==> config.mk <==
export PLATFORM = sky130hd
export DESIGN_NAME = shift_register_n
export DESIGN_NICKNAME = d
export VERILOG_FILES = /design/src/rtl/shift_reg_pkg.sv /design/src/rtl/dff_r.sv /design/src/rtl/shift_register_n.sv
export SDC_FILE = /design/constraint.sdc
export NUM_CORES = 1
export LEC_CHECK = 0
export BUFFER_PORTS_ARGS = -buffer_cell sky130_fd_sc_hd__clkbuf_2
export CAP_MARGIN = 20
export CORE_ASPECT_RATIO = 0.9
export CORE_MARGIN = 4
export CORE_UTILIZATION = 48
export CTS_BUF_LIST = sky130_fd_sc_hd__clkbuf_2
export CTS_CLUSTER_SIZE = 10
export DETAILED_ROUTE_END_ITERATION = 16
export PLACE_DENSITY = 0.78
export SETUP_SLACK_MARGIN = 0.2
export SLEW_MARGIN = 20
export SYNTH_ARGS = -nofsm -noshare
export SYNTH_HDL_FRONTEND = slang
export SYNTH_SLANG_ARGS = --single-unit
export TNS_END_PERCENT = 10
==> constraint.sdc <==
create_clock -name clk -period 1.5 [get_ports clk]
set_input_delay 0.225 -clock clk [delete_from_list [all_inputs] [get_ports clk]]
set_output_delay 0.225 -clock clk [all_outputs]
set_load 0.02 [all_outputs]
==> src/rtl/shift_reg_pkg.sv <==
// Shared constants for shift_register_n: operating modes and burst FSM states.
package shift_reg_pkg;

  localparam logic [1:0] MODE_HOLD = 2'b00;
  localparam logic [1:0] MODE_LOAD = 2'b01;
  localparam logic [1:0] MODE_SHL  = 2'b10;
  localparam logic [1:0] MODE_SHR  = 2'b11;

  typedef enum logic [1:0] {
    IDLE  = 2'd0,
    SHIFT = 2'd1,
    DONE  = 2'd2
  } state_e;

  // Both shift modes share the upper mode bit.
  function automatic logic is_shift_mode(input logic [1:0] m);
    return m[1];
  endfunction

endpackage

==> src/rtl/dff_r.sv <==
// One-bit D flip-flop with asynchronous active-high reset to RESET_VAL.
// Provides true and complementary outputs; one-cycle latency, no backpressure.
module dff_r #(
  parameter logic RESET_VAL = 1'b0
) (
  input  logic clk,
  input  logic reset,
  input  logic d,
  output logic q,
  output logic q_n
);

  logic bit_q;

  always_ff @(posedge clk or posedge reset) begin
    if (reset) bit_q <= RESET_VAL;
    else       bit_q <= d;
  end

  assign q   = bit_q;
  assign q_n = ~bit_q;

endmodule

==> src/rtl/shift_register_n.sv <==
// Universal WIDTH-bit register: hold / load / shift left / shift right, plus a counted
// burst shift (IDLE -> SHIFT -> DONE) with busy/done handshake. One edge per operation.
module shift_register_n
  import shift_reg_pkg::*;
#(
  parameter int                WIDTH       = 8,
  parameter logic [WIDTH-1:0]  RESET_VALUE = '0,
  localparam int               CW          = $clog2(WIDTH + 1)
) (
  input  logic             clk,
  input  logic             reset,
  input  logic [WIDTH-1:0] d,
  input  logic [1:0]       mode,
  input  logic             rotate,
  input  logic             sin,
  input  logic             start,
  input  logic [CW-1:0]    count,
  output logic [WIDTH-1:0] q,
  output logic [WIDTH-1:0] q_n,
  output logic             sout,
  output logic             busy,
  output logic             done
);

  state_e           state_q, state_d;
  logic [CW-1:0]    cnt_q, cnt_d;
  logic [1:0]       mode_q, mode_d;
  logic             rot_q, rot_d;
  logic             sout_q, sout_d;
  logic [WIDTH-1:0] q_d;

  logic             do_shift;
  logic [1:0]       op_mode;
  logic             op_rot;
  logic             fill;

  // Data path: one reset-valued flop per bit so each bit carries its own reset value.
  for (genvar i = 0; i < WIDTH; i++) begin : g_bit
    dff_r #(
      .RESET_VAL (RESET_VALUE[i])
    ) u_dff (
      .clk   (clk),
      .reset (reset),
      .d     (q_d[i]),
      .q     (q[i]),
      .q_n   (q_n[i])
    );
  end

  always_comb begin
    state_d  = state_q;
    cnt_d    = cnt_q;
    mode_d   = mode_q;
    rot_d    = rot_q;
    sout_d   = sout_q;
    q_d      = q;
    do_shift = 1'b0;
    op_mode  = mode;
    op_rot   = rotate;
    fill     = 1'b0;

    case (state_q)
      IDLE: begin
        if (start) begin
          mode_d  = mode;
          rot_d   = rotate;
          cnt_d   = count;
          state_d = (is_shift_mode(mode) && (count != '0)) ? SHIFT : DONE;
        end else begin
          case (mode)
            MODE_LOAD: q_d      = d;
            MODE_SHL:  do_shift = 1'b1;
            MODE_SHR:  do_shift = 1'b1;
            default:   q_d      = q;
          endcase
        end
      end
      SHIFT: begin
        // Burst uses the mode/rotate captured at start; sin stays live.
        op_mode  = mode_q;
        op_rot   = rot_q;
        do_shift = 1'b1;
        cnt_d    = cnt_q - CW'(1);
        if (cnt_q == CW'(1)) state_d = DONE;
      end
      DONE: begin
        state_d = IDLE;
      end
      default: begin
        state_d = IDLE;
      end
    endcase

    if (do_shift) begin
      if (op_mode == MODE_SHR) begin
        fill   = op_rot ? q[0] : sin;
        q_d    = {fill, q[WIDTH-1:1]};
        sout_d = q[0];
      end else begin
        fill   = op_rot ? q[WIDTH-1] : sin;
        q_d    = {q[WIDTH-2:0], fill};
        sout_d = q[WIDTH-1];
      end
    end
  end

  always_ff @(posedge clk or posedge reset) begin
    if (reset) begin
      state_q <= IDLE;
      cnt_q   <= '0;
      mode_q  <= MODE_HOLD;
      rot_q   <= 1'b0;
      sout_q  <= 1'b0;
    end else begin
      state_q <= state_d;
      cnt_q   <= cnt_d;
      mode_q  <= mode_d;
      rot_q   <= rot_d;
      sout_q  <= sout_d;
    end
  end

  assign sout = sout_q;
  assign busy = (state_q == SHIFT);
  assign done = (state_q == DONE);

endmodule
==> implementation parameters <==
Parameter                              Value

Outcome
  Status ... finished, violations left
  Violations in the final reports ... setup timing

Route
  Initial drt markers ... 43
  DRC Markers ... 0
  Count of nets left with antenna violations after detail routing ... 0
  DRT Wirelength ... ~3.3 mm
  Via Count ... between 1000 and 1500
  Ratio of routed vias to standard cells ... roughly 6.0
  DR pass1 iterations ... 4
  DR WL/cell ... ~16 um

Global route
  Global-route usage over all layers ... 0.188
  Wire length of the first global-routing pass ... approximately 5.4 mm
  Initial antenna violation count ... 0
  Maximum number of pins on one net before global-route repair ... 19
  Overall overflow remaining after global route ... 0
  Number of global-route vias before repair ... 1178

Logic synthesis
  Number of register bits inferred by synthesis ... 18
  Top flip-flop cell by instance count after synthesis ... dfrtp_1
  Top cells by area in the synthesized netlist ... dfrtp_1 (34%), buf_4 (9.1%), mux2i_1 (5.3%), a21o_1 (4.0%), a22o_1 (4.0%)
  Library cell occupying the most area in the post-synthesis netlist ... dfrtp_1
  Post-synth net total ... between 150 and 200
  Synthesized area per cell ... roughly 9.4 um2
  Cell area after synthesis ... about 1300 um2
  Count of distinct cell types in the synthesized netlist ... 41
  Area share of the leading cell type in the synthesized netlist ... 0.342
  Fraction of registers with async set or reset after synthesis ... 1.00
  Mapped Cells ... 140
  Number of enable flip-flop cells after synthesis ... 0
  Count of warnings emitted by yosys ... 0
  Part of the Yosys area used for sequential elements ... 0.342

STA
  Number of endpoints with negative hold slack in the final report ... 0
  Transition at the pin with the smallest max-transition slack ... 427 ps
  Max Freq ... 0.612 GHz
  Post-route clock skew ... a little under 6 ps
  Setup slack after layout ... -134 ps
  Portion of the clock cycle consumed by the worst path in the final layout ... 1.09
  Final setup violation count ... 12
  Minimum clock period ... 1630 ps
  Unrepaired setup endpoints after global routing ... yes
  Worst slew margin ... 0.709
  Post-Route Hold Slack ... approximately 140 ps
  Max-slew violation count ... 0

Hold path
  Hold Path Sink ... cnt_q[1]
  Number of cells on the worst hold path ... 3
  Worst min-delay path startpoint ... count[1]
  Class of the tightest hold or removal check ... primary input to register

Die
  Row cnt ... 17
  Die width ... roughly 63 um
  Chip height ... 57.7 um
  I/O pins ... 38
  Placeable Area ... 2530 um2
  Starting density of the core ... 0.521
  Area of the die ... approximately 3700 um2

Placed design
  Placed wire-length estimate after detailed placement ... 2.38 mm
  Placer Congestion ... between 0.8 and 0.9
  Number of buffers added on ports ... 37
  Cell area reported after detailed placement ... about 1500 um2
  Instance count after placement with tap cells included ... between 150 and 200

Final layout
  Share of cells above drive strength 1 ... 0.415
  Most common library cell in the layout ignoring fill and taps ... clkbuf_2
  Non-filler instance count after layout ... slightly above 200
  Post-route standard cell area excluding fillers ... about 1600 um2
  Total area of multi-input combinational cells ... ~720 um2
  Synthesis-to-finish area growth ... 23.2%
  Fraction of the core area covered by cells at the end of the flow ... 0.642
  Total number of nets in the final design ... 198
  Top library cells by usage in the layout, fill and taps aside ... clkbuf_2 (32), buf_4 (19), dfrtp_1 (17)
  Filler instances ... around 190
  Antenna diode count ... 0
  Flip-flop and latch area ... 452 um2

Clock network
  # H-tree levels ... 1
  CTS buffer count ... 3
  Clock tree from TritonCTS ... built
  Longest Clk Path Bufs ... 2
  Skew-Pair Late Insertion Delay ... around 320 ps
  Clk pin slew, worst setup/hold paths ... about 190 ps
  Clock root cell ... clkbuf_2
  Sinks on the clock net ... 18

Setup path
  Reg-to-Reg Start ... state_q[1]
  Arrival time of data at the critical path endpoint ... 1850 ps
  Path depth of the worst reg2reg path ... 5
  Setup crit end kind ... register
  R2R setup slack ... -130 ps
  Worst path required time ... about 1700 ps
  Worst Path Class, Setup ... register to register
  Worst flop-to-flop path endpoint ... g_bit[0].u_dff.q
  Master of the slowest instance on the critical path ... dfrtp_1
  Critical path peak fanout ... 5
  Critical path's largest stage delay ... 430 ps
  Critical Path, Cell by Cell ... nand2b_4 -> buf_4 -> mux2_4 -> o41ai_4 -> o21ai_1
  Type of origin of the critical path ... register

Pwr
  Power per unit of standard cell area ... between 2000 and 2500 nW/um2
  Overall power of the completed layout ... about 0.0035 W
  Peak ir drop on the vdd network ... roughly 1 mV
  Cell leakage power ... 0.819 nW

Run
  Max-capacitance violation count ... 0
-- how the worst max path moves through the flow --
stage / to / start / slack [ps] / cells after the start
finish: g_bit[0].u_dff.q / state_q[1] / -130 / 5
global route: g_bit[0].u_dff.q / state_q[1] / -220 / 6
CTS: g_bit[0].u_dff.q / state_q[1] / -90 / 5
detailed placement: g_bit[0].u_dff.q / state_q[1] / -40 / 4
global placement: g_bit[0].u_dff.q / state_q[1] / -10 / 4
floorplan: g_bit[0].u_dff.q / state_q[1] / -50 / 6
-- cell usage after synthesis (2+ instances only) --
library cell and n:
dfrtp_1 18, buf_4 16, inv_1 12, a21oi_1 10
o21ai_0 8, a21o_1 7, mux2i_1 7, nand2_1 7
a22o_1 6, o21ai_1 6, buf_2 3, nor2b_1 3
nor3b_1 3, buf_6 2, clkbuf_1 2, ha_1 2
mux2_1 2, nor2_1 2, o21bai_1 2
-- report_power, final --
part / internal [W] / total, W / switching (W)
Sequential: 0.000724 / 0.000952 / 0.000228
Clock: 0.0000580 / 0.000228 / 0.000170
Combinational: 0.00107 / 0.00234 / 0.00127
-- cell families after synthesis --
family	after synthesis	share of synthesized area
AOI/OAI and AO/OA	49	0.259
adders and majority gates	2	0.0190
buffers and inverters	36	0.162
DFF	18	0.342
muxes	12	0.107
and+or+nand+nor	23	0.111
-- flip-flops by register name (all words and copies together), names as in the netlist --
name           cells
g_bit.u_dff.q      8
cnt_q              4
mode_q             2
state_q            2
rot_q              1
sout               1
-- critical path, delay by kind of cell (launching register included) --
kind | cells | cell delay [ps]
flip-flops | 1 | 430
AND/OR/NAND/NOR | 1 | 150
multiplexers | 1 | 360
buffers and inverters | 1 | 160
AO/OA/AOI/OAI | 2 | 420
-- per-stage QoR --
stage / TNS (ps) / setup slack (ps)
floorplan: -102 / -53.0
global placement: -11.6 / -11.6
detailed placement: -84.6 / -37.2
CTS: -315 / -90.3
global route: -1750 / -221
finish: -661 / -134
-- routing by layer --
| metal | vias to the layer above | track usage | routed length (um) |
|---|---|---|---|
| li1 | 559 | - | - |
| met1 | 586 | 0.237 | 1390 |
| met4 | 0 | 0.0677 | 82 |
| met2 | 62 | 0.317 | 1650 |
| met5 | - | 0 | 0 |
| met3 | 13 | 0.0426 | 205 |
-- final cells by class --
type	instances	area share
repair buffers	55	0.216
clock inverters	1	0.00231
flip-flops and latches	18	0.278
multi-input cells	86	0.442
well taps	28	0.0216
clock buffers	3	0.00924
inverters	13	0.0300
-- timing repair --
action | CTS | global route
gates resized for setup | 12 | 17
buffers inserted | 4 | 0
setup endpoints to repair | 21 | 30
hold endpoints to repair | 18 | 0
pin swaps | 3 | 2
hold buffers | 1 | 0
Note: power is estimated with default switching activity, not from simulation.
